### src/rtl/riscv_clint_timer.sv
// Machine timer + software-interrupt unit: 64-bit mtime with prescaler, NUM_HARTS mtimecmp comparators, msip bits.
// Bus latency fixed at one cycle, no backpressure (one request per cycle accepted); mtip registered one cycle behind state.
module riscv_clint_timer #(
    parameter int          XLEN       = 32,
    parameter int          NUM_HARTS  = 1,
    parameter int          PRESCALE_W = 16,
    parameter logic [31:0] BASE_ADDR  = 32'h0000_8000
) (
    input  logic                 clk,
    input  logic                 rst,
    input  logic                 mem_valid,
    input  logic                 mem_we,
    input  logic [31:0]          mem_addr,
    input  logic [XLEN-1:0]      mem_wdata,
    output logic [XLEN-1:0]      mem_rdata,
    output logic                 mem_ready,
    output logic                 mem_err,
    output logic [NUM_HARTS-1:0] mtip,
    output logic [NUM_HARTS-1:0] msip
);

    logic [PRESCALE_W-1:0] presc_q, presc_d;
    logic [PRESCALE_W-1:0] presc_cnt_q, presc_cnt_d;
    logic [63:0]           mtime_q, mtime_d;
    logic [31:0]           mtime_hi_shadow_q, mtime_hi_shadow_d;
    logic [63:0]           mtimecmp_q [NUM_HARTS];
    logic [63:0]           mtimecmp_d [NUM_HARTS];
    logic [NUM_HARTS-1:0]  msip_q, msip_d;
    logic [NUM_HARTS-1:0]  mtip_q, mtip_d;
    logic                  mem_ready_q, mem_ready_d;
    logic                  mem_err_q, mem_err_d;
    logic [XLEN-1:0]       mem_rdata_q, mem_rdata_d;

    logic                  req, wr, rd, hit, tick;
    logic [11:0]           off;
    logic                  sel_presc, sel_tlo, sel_thi;
    logic [NUM_HARTS-1:0]  sel_clo, sel_chi, sel_msip;
    logic [31:0]           rd_val;

    assign req  = mem_valid && (mem_addr[31:12] == BASE_ADDR[31:12]);
    assign wr   = req && mem_we;
    assign rd   = req && !mem_we;
    assign off  = mem_addr[11:0];
    assign tick = (presc_cnt_q == presc_q);

    always_comb begin
        sel_presc = (off == 12'h000);
        sel_tlo   = (off == 12'h004);
        sel_thi   = (off == 12'h008);
        sel_clo   = '0;
        sel_chi   = '0;
        sel_msip  = '0;
        for (int k = 0; k < NUM_HARTS; k++) begin
            sel_clo[k]  = (off == 12'(32'h00C + 8 * k));
            sel_chi[k]  = (off == 12'(32'h010 + 8 * k));
            sel_msip[k] = (off == 12'(32'h100 + 4 * k));
        end
        hit = sel_presc || sel_tlo || sel_thi || (|sel_clo) || (|sel_chi) || (|sel_msip);
    end

    // Undecoded offsets fall through to zero.
    always_comb begin
        rd_val = '0;
        if (sel_presc) rd_val = 32'(presc_q);
        if (sel_tlo)   rd_val = mtime_q[31:0];
        if (sel_thi)   rd_val = mtime_hi_shadow_q;
        for (int k = 0; k < NUM_HARTS; k++) begin
            if (sel_clo[k])  rd_val = mtimecmp_q[k][31:0];
            if (sel_chi[k])  rd_val = mtimecmp_q[k][63:32];
            if (sel_msip[k]) rd_val = 32'(msip_q[k]);
        end
    end

    always_comb begin
        presc_d           = presc_q;
        presc_cnt_d       = tick ? '0 : presc_cnt_q + 1'b1;
        mtime_d           = tick ? mtime_q + 64'd1 : mtime_q;
        mtime_hi_shadow_d = mtime_hi_shadow_q;
        mtimecmp_d        = mtimecmp_q;
        msip_d            = msip_q;

        if (wr && sel_presc) begin
            presc_d     = mem_wdata[PRESCALE_W-1:0];
            presc_cnt_d = '0;
        end
        // A half-word write wins over the tick and never carries into the other half.
        if (wr && sel_tlo) mtime_d = {mtime_q[63:32], mem_wdata};
        if (wr && sel_thi) mtime_d = {mem_wdata, mtime_q[31:0]};
        if (rd && sel_tlo) mtime_hi_shadow_d = mtime_q[63:32];

        for (int k = 0; k < NUM_HARTS; k++) begin
            if (wr && sel_clo[k])  mtimecmp_d[k] = {mtimecmp_q[k][63:32], mem_wdata};
            if (wr && sel_chi[k])  mtimecmp_d[k] = {mem_wdata, mtimecmp_q[k][31:0]};
            if (wr && sel_msip[k]) msip_d[k]     = mem_wdata[0];
        end
    end

    always_comb begin
        mtip_d = '0;
        for (int k = 0; k < NUM_HARTS; k++) begin
            mtip_d[k] = (mtime_q >= mtimecmp_q[k]);
        end
        mem_ready_d = req;
        mem_err_d   = req && !hit;
        mem_rdata_d = rd ? rd_val : '0;
    end

    always_ff @(posedge clk) begin
        if (rst) begin
            presc_q           <= '0;
            presc_cnt_q       <= '0;
            mtime_q           <= '0;
            mtime_hi_shadow_q <= '0;
            for (int k = 0; k < NUM_HARTS; k++) begin
                mtimecmp_q[k] <= '1;
            end
            msip_q            <= '0;
            mtip_q            <= '0;
            mem_ready_q       <= 1'b0;
            mem_err_q         <= 1'b0;
            mem_rdata_q       <= '0;
        end else begin
            presc_q           <= presc_d;
            presc_cnt_q       <= presc_cnt_d;
            mtime_q           <= mtime_d;
            mtime_hi_shadow_q <= mtime_hi_shadow_d;
            mtimecmp_q        <= mtimecmp_d;
            msip_q            <= msip_d;
            mtip_q            <= mtip_d;
            mem_ready_q       <= mem_ready_d;
            mem_err_q         <= mem_err_d;
            mem_rdata_q       <= mem_rdata_d;
        end
    end

    assign mem_ready = mem_ready_q;
    assign mem_err   = mem_err_q;
    assign mem_rdata = mem_rdata_q;
    assign mtip      = mtip_q;
    assign msip      = msip_q;

endmodule

### config.mk
export PLATFORM = sky130hd
export DESIGN_NAME = riscv_clint_timer
export DESIGN_NICKNAME = d
export VERILOG_FILES = /design/src/rtl/riscv_clint_timer.sv
export SDC_FILE = /design/constraint.sdc
export NUM_CORES = 1
export LEC_CHECK = 0
export ABC_AREA = 1
export CAP_MARGIN = 20
export CORE_AREA = 2 2 193 195
export CTS_CLUSTER_DIAMETER = 60
export DETAILED_ROUTE_END_ITERATION = 8
export DIE_AREA = 0 0 195 197
export HOLD_SLACK_MARGIN = 0.08
export SYNTH_ARGS = -nofsm -noshare
export SYNTH_HDL_FRONTEND = slang
export SYNTH_SLANG_ARGS = --single-unit
### constraint.sdc
create_clock -name clk -period 2.19 [get_ports clk]
set_clock_uncertainty 0.1 [all_clocks]
set_input_delay 0.219 -clock clk [delete_from_list [all_inputs] [get_ports clk]]
set_output_delay 0.219 -clock clk [all_outputs]
set_load 0.005 [all_outputs]
# ---- Yosys cells after proc, flatten, opt, wreduce, memory -nomap -nowiden
# Index checks and enable logic that the tools add are counted.
dict set report word_totals {
  elab_cells 65
  output_inout_bits 36
  register_bits 228
  input_bits 68
}
dict set report classes {
  magnitude_cmp 1
  eq_ne 8
  reduce_logical 27
  muxes 11
  n_bitwise 3
  n_addsub 2
}
# operator n
set ops {}
lappend ops {{2-to-1 mux 64 bit} 4}
lappend ops {{2-to-1 mux 32 bit} 5}
lappend ops {{adder 64 x 1 -> 64 bit (second input constant)} 1}
lappend ops {{greater-or-equal comparator 64 bit} 1}
lappend ops {{equality test 12 x 4 -> 1 bit (second input constant)} 2}
lappend ops {{equality test 20 x 4 -> 1 bit (second input constant)} 1}
lappend ops {{adder 16 x 1 -> 16 bit (second input constant)} 1}
lappend ops {{equality test 16 bit} 1}
lappend ops {{2-to-1 mux 16 bit} 1}
lappend ops {{equality test 12 x 3 -> 1 bit (second input constant)} 1}
lappend ops {{equality test 12 x 5 -> 1 bit (second input constant)} 1}
lappend ops {{equality test 12 x 9 -> 1 bit (second input constant)} 1}
lappend ops {{zero test 12 bit} 1}
lappend ops {{logical AND 1 bit} 11}
lappend ops {{AND reduction 2 bit} 3}
lappend ops {{OR reduction 3 bit} 2}
lappend ops {{logical OR 1 bit} 5}
lappend ops {{nonzero test 2 bit} 2}
lappend ops {{inverter 1 bit} 3}
lappend ops {{zero test 1 bit} 2}
lappend ops {{inequality test 2 x 1 -> 1 bit (second input constant)} 1}
lappend ops {{OR reduction 2 bit} 1}
lappend ops {{2-to-1 mux 1 bit} 1}

# ---- Longest topological paths before layout
dict set report depth {
  word_depth 8
  mapped_depth 16
  ltp_nobuf 16
}

# ---- Least setup slack after synthesis
# OpenSTA, ideal clock, no wires.
dict set report synth_timing {
  kind {flip-flop to flip-flop}
  from {reg mtime_q[1]}
  to {reg mtime_q[56]}
  slack_ns 0.276
  t_required_ns 1.962
  setup_ns 0.128
  stages_incl_launch_ff 13
  path_buffers 0
  period_less_slack_ns 1.914
  t_arrival_ns 1.686
  cell_sequence {dfxtp_1 -> ha_1 -> nand3_1 -> inv_1 -> nand2_1 -> nor2_1 -> nand2_1 -> nor2_2 -> nand3_1 -> nand3_1 -> nor2_1 -> nor2_1 -> nor2_1}
}
dict set report synth_between {
  elab_chain_cells 4
}
# element line_no
set synth_rtl {}
lappend synth_rtl {{start, declared} 24} ;# logic [63:0] mtime_q, mtime_d;
lappend synth_rtl {{start signal, assigned} 125} ;# mtime_q <= mtime_d;
lappend synth_rtl {{adder 64 x 1 -> 64 bit} 77} ;# mtime_d = tick ? mtime_q + 64'd1 : mtime_q;
lappend synth_rtl {{2-to-1 mux 64 bit} 77}
lappend synth_rtl {{2-to-1 mux 64 bit} 87} ;# if (wr && sel_tlo) mtime_d = {mtime_q[63:32], mem_wdata};
lappend synth_rtl {{2-to-1 mux 64 bit} 88} ;# if (wr && sel_thi) mtime_d = {mem_wdata, mtime_q[31:0]};
# Every way passes these cells. The select of a mux whose other input is x is not followed.
# A chain may end at the register's enable or synchronous reset.

# ---- Worst setup path in the final report
dict set report layout_timing {
  from {reg mtime_q[9]}
  to {reg mtip_q, in the netlist mtip}
}
dict set report layout_between {
  elab_chain_cells 1
}
# element line_no
set layout_rtl {}
lappend layout_rtl {{greater-or-equal comparator 64 bit} 101} ;# mtip_d[k] = (mtime_q >= mtimecmp_q[k]);
lappend layout_rtl {{end signal, assigned} 129} ;# mtip_q <= mtip_d;
lappend layout_rtl {{end, declared} 29} ;# logic [NUM_HARTS-1:0] mtip_q, mtip_d;
# Every way passes these cells.

==> metrics.yaml <==
worstPathArrival_ps: 2460
grt_pass1_wl_mm: 88.9
insertion_delay_ps: 590
crit_chain: "buf_4, ha_1, nand2_1, inv_1, o21bai_1, a21oi_1, nor2_1, nand2_1, nand2_1, nand2_1, nand2_1, nand3_1, nand2_1, inv_1"
power.density_nw_per_um2: 534
grt_pass1_vias: 14745
period_needed_ps: 2100
synth.distinct_cells: 46
hold_viol: 0
syn_to_final_growth_pct: 32.9
grt_usage: 0.303
status: "complete, no violations"
dominantRegCellSynth: "dfxtp_1"
via_count: 15619
ff2ff_setup_slack_ps: 90
die_area_um2: 38400
place_congestion: 0.972
ir_drop_v: 0.000547
dp_hpwl_mm: 46.6
crit_fanout: 4
first_pass_iters: 5
synthTopCellsByArea: "dfxtp_1 33%, nand2_1 15%, nor2_1 7.8%"
slew_viol_final: 0
viasPerCell: 5.33
startpoint_type: "register"
drtIter0Drc: 1603
cts.sinks: 228
synthCells: 2150
diodes: 0
cts_tree: "built"
antenna_found_initial: 1
r2r_start: "mtime_q[9]$_SDFFE_PP0P_"
setup_slack_ps: 95.0
rows: 70
holdPathEnd: "mtime_q[45]$_SDFFE_PP0P_"
die_h_um: 197
max_slew_margin: 0.306
h-tree-depth: 1
ant_nets: 0
dp_slack_ps: -232
ys_seq_area_frac: 0.326
tightest_slew_ps: 1040
finalSetupViolCount: 0
synth-seq-cells: 228
crit_path_frequent_cell: "nand2_1"
synth_top_area_frac: 0.326
cts_root_buf: "clkbuf_16"
crit_type: "reg -> reg"
mostFrequentLayoutCell: "nand2_1"
drcViolationCount: 0
grt_max_degree: 78
regToRegEndpoint: "mtip$_SDFF_PP0_"
p_leak_uw: 0.00880
port-buffer-count: 103
avgSynthCellArea_um2: 6.52
synth_area_leader_cell: "dfxtp_1"
yosys_warnings: 0
finalSetupTns_ps: 0
start_util: 0.386
worstPathRequired_ps: 2560
min_path_cells: 5
crit_path_start: "mtime_q[9]$_SDFFE_PP0P_"
syn-num-nets: 2284
fmax_ghz: 0.477
final_nets: 2573
hp-class: "in -> reg"
syn_area_um2: 14000
cp-end-kind: "register"
cpPeakStageDelay_ps: 360
cp_slowest_cell: "dfxtp_2"
core_um2: 36300
synthArstFlopShare: 0
fin_cells: 2930
drive_above_1_share: 0.154
r2r_cells: 14
synth_edf_count: 0
fin_crit_sh: 0.957
die_width_um: 195
pin_count: 104
final_cell_mix: "570 x nand2_1, 270 x nor2_1, 255 x inv_1"
clock_path_buffers: 3
cts.clk_slew.worst_paths_ps: 70
dp_cells: 2872
avgRoutedWirePerCell_um: 20.1
routed_wl_mm: 59.0
cap_violations: 0
hp-start: "mem_wdata[13]"
gr-total-overflow: 0
final_util: 0.514
cts_inserted_buffers: 29
[cell usage after synthesis, types with 9 or more instances]
library cell  number
nand2_1          577
nor3b_1            9
nor3_1            24
inv_1            257
dfxtp_1          228
a221oi_1          11
clkbuf_1          57
a31oi_1           12
a211oi_1          32
a21oi_1          113
nand3_1          111
o211ai_1          78
nor2_2             9
nand4_1           42
ha_1              66
nor2_1           291
o21ai_0           91
o22ai_1           11
buf_2             22
xor2_1            39
xnor2_1           15
[through the flow]
step | hold slack, ps | area, um2 | total power, uW
final | 218 | 18600 | 9940
after global routing | 272 | 18600 | 10200
after CTS | 205 | 18500 | 9960
after detailed placement | 363 | 17300 | 4650
after global placement | 358 | 17300 | 4650
after floorplan | 287 | 14000 | 4370
[worst max-delay path, delay by kind of cell, from the launching register on]
family                     cells  cell delay [ps]
AOI/OAI and AO/OA              2              190
adders and majority gates      1              300
buffers and inverters          3              230
DFF                            1              360
and+or+nand+nor                8              810
[registers in the layout (all words and copies together), names as in the netlist]
name / flops
mtime_q: 64
msip: 1
presc_cnt_q: 16
presc_q: 16
mtime_hi_shadow_q: 32
mtip: 1
mem_rdata: 32
mtimecmp_q: 64
mem_err: 1
mem_ready: 1
[worst max-delay path by stage]
stage                                          end  slack, ps  cells after the start
after floorplan           mtime_q[56]$_SDFFE_PP0P_        280                     12
after global placement    mtime_q[60]$_SDFFE_PP0P_       -190                     14
after detailed placement  mtime_q[61]$_SDFFE_PP0P_       -230                     14
after CTS                 mtime_q[27]$_SDFFE_PP0P_          7                     12
after global routing               mtip$_SDFF_PP0_        -20                     14
final                              mtip$_SDFF_PP0_         90                     14
[per-layer routing]
| metal | routed length [um] | part of all wire | global-route usage |
|---|---|---|---|
| met5 | 13 | 0.00022 | 0 |
| met4 | 1520 | 0.026 | 0.0837 |
| met3 | 5140 | 0.087 | 0.0406 |
| met2 | 25400 | 0.43 | 0.476 |
| met1 | 26900 | 0.46 | 0.434 |
[final cells by class]
class / instances / area [um2]
fill: 3715 / 17600
sequential: 228 / 4580
timing repair buffer: 348 / 3190
inverter: 262 / 988
clock buffer: 37 / 826
multi-input combinational: 1570 / 8210
clock inverter: 17 / 244
tap: 468 / 586
[what timing repair did]
item                                    CTS  global route
endpoints found under the hold margin    16             0
buffers inserted                          2             1
resized for setup                         4            58
endpoints found under the setup margin    9            47
hold buffers                              1             0
pin swaps                                 1             3
[where the power goes]
group | total, uW | internal, uW | switching (uW)
Combinational | 413 | 180 | 233
Clock | 5370 | 3280 | 2090
Sequential | 4160 | 4150 | 4.89
[cell families (layout without fill, tap and decap cells)]
logic type               after synthesis  in the layout  share of synthesized area
AND/OR/NAND/NOR                     1088           1088                      0.325
AO/OA/AOI/OAI                        362            362                      0.157
buffers and inverters                352            664                     0.0993
flip-flops                           228            228                      0.326
adder cells (fa/ha/maj)               66             66                     0.0589
XOR/XNOR                              54             54                     0.0338
No activity file was read; power rests on OpenSTA's default activity.
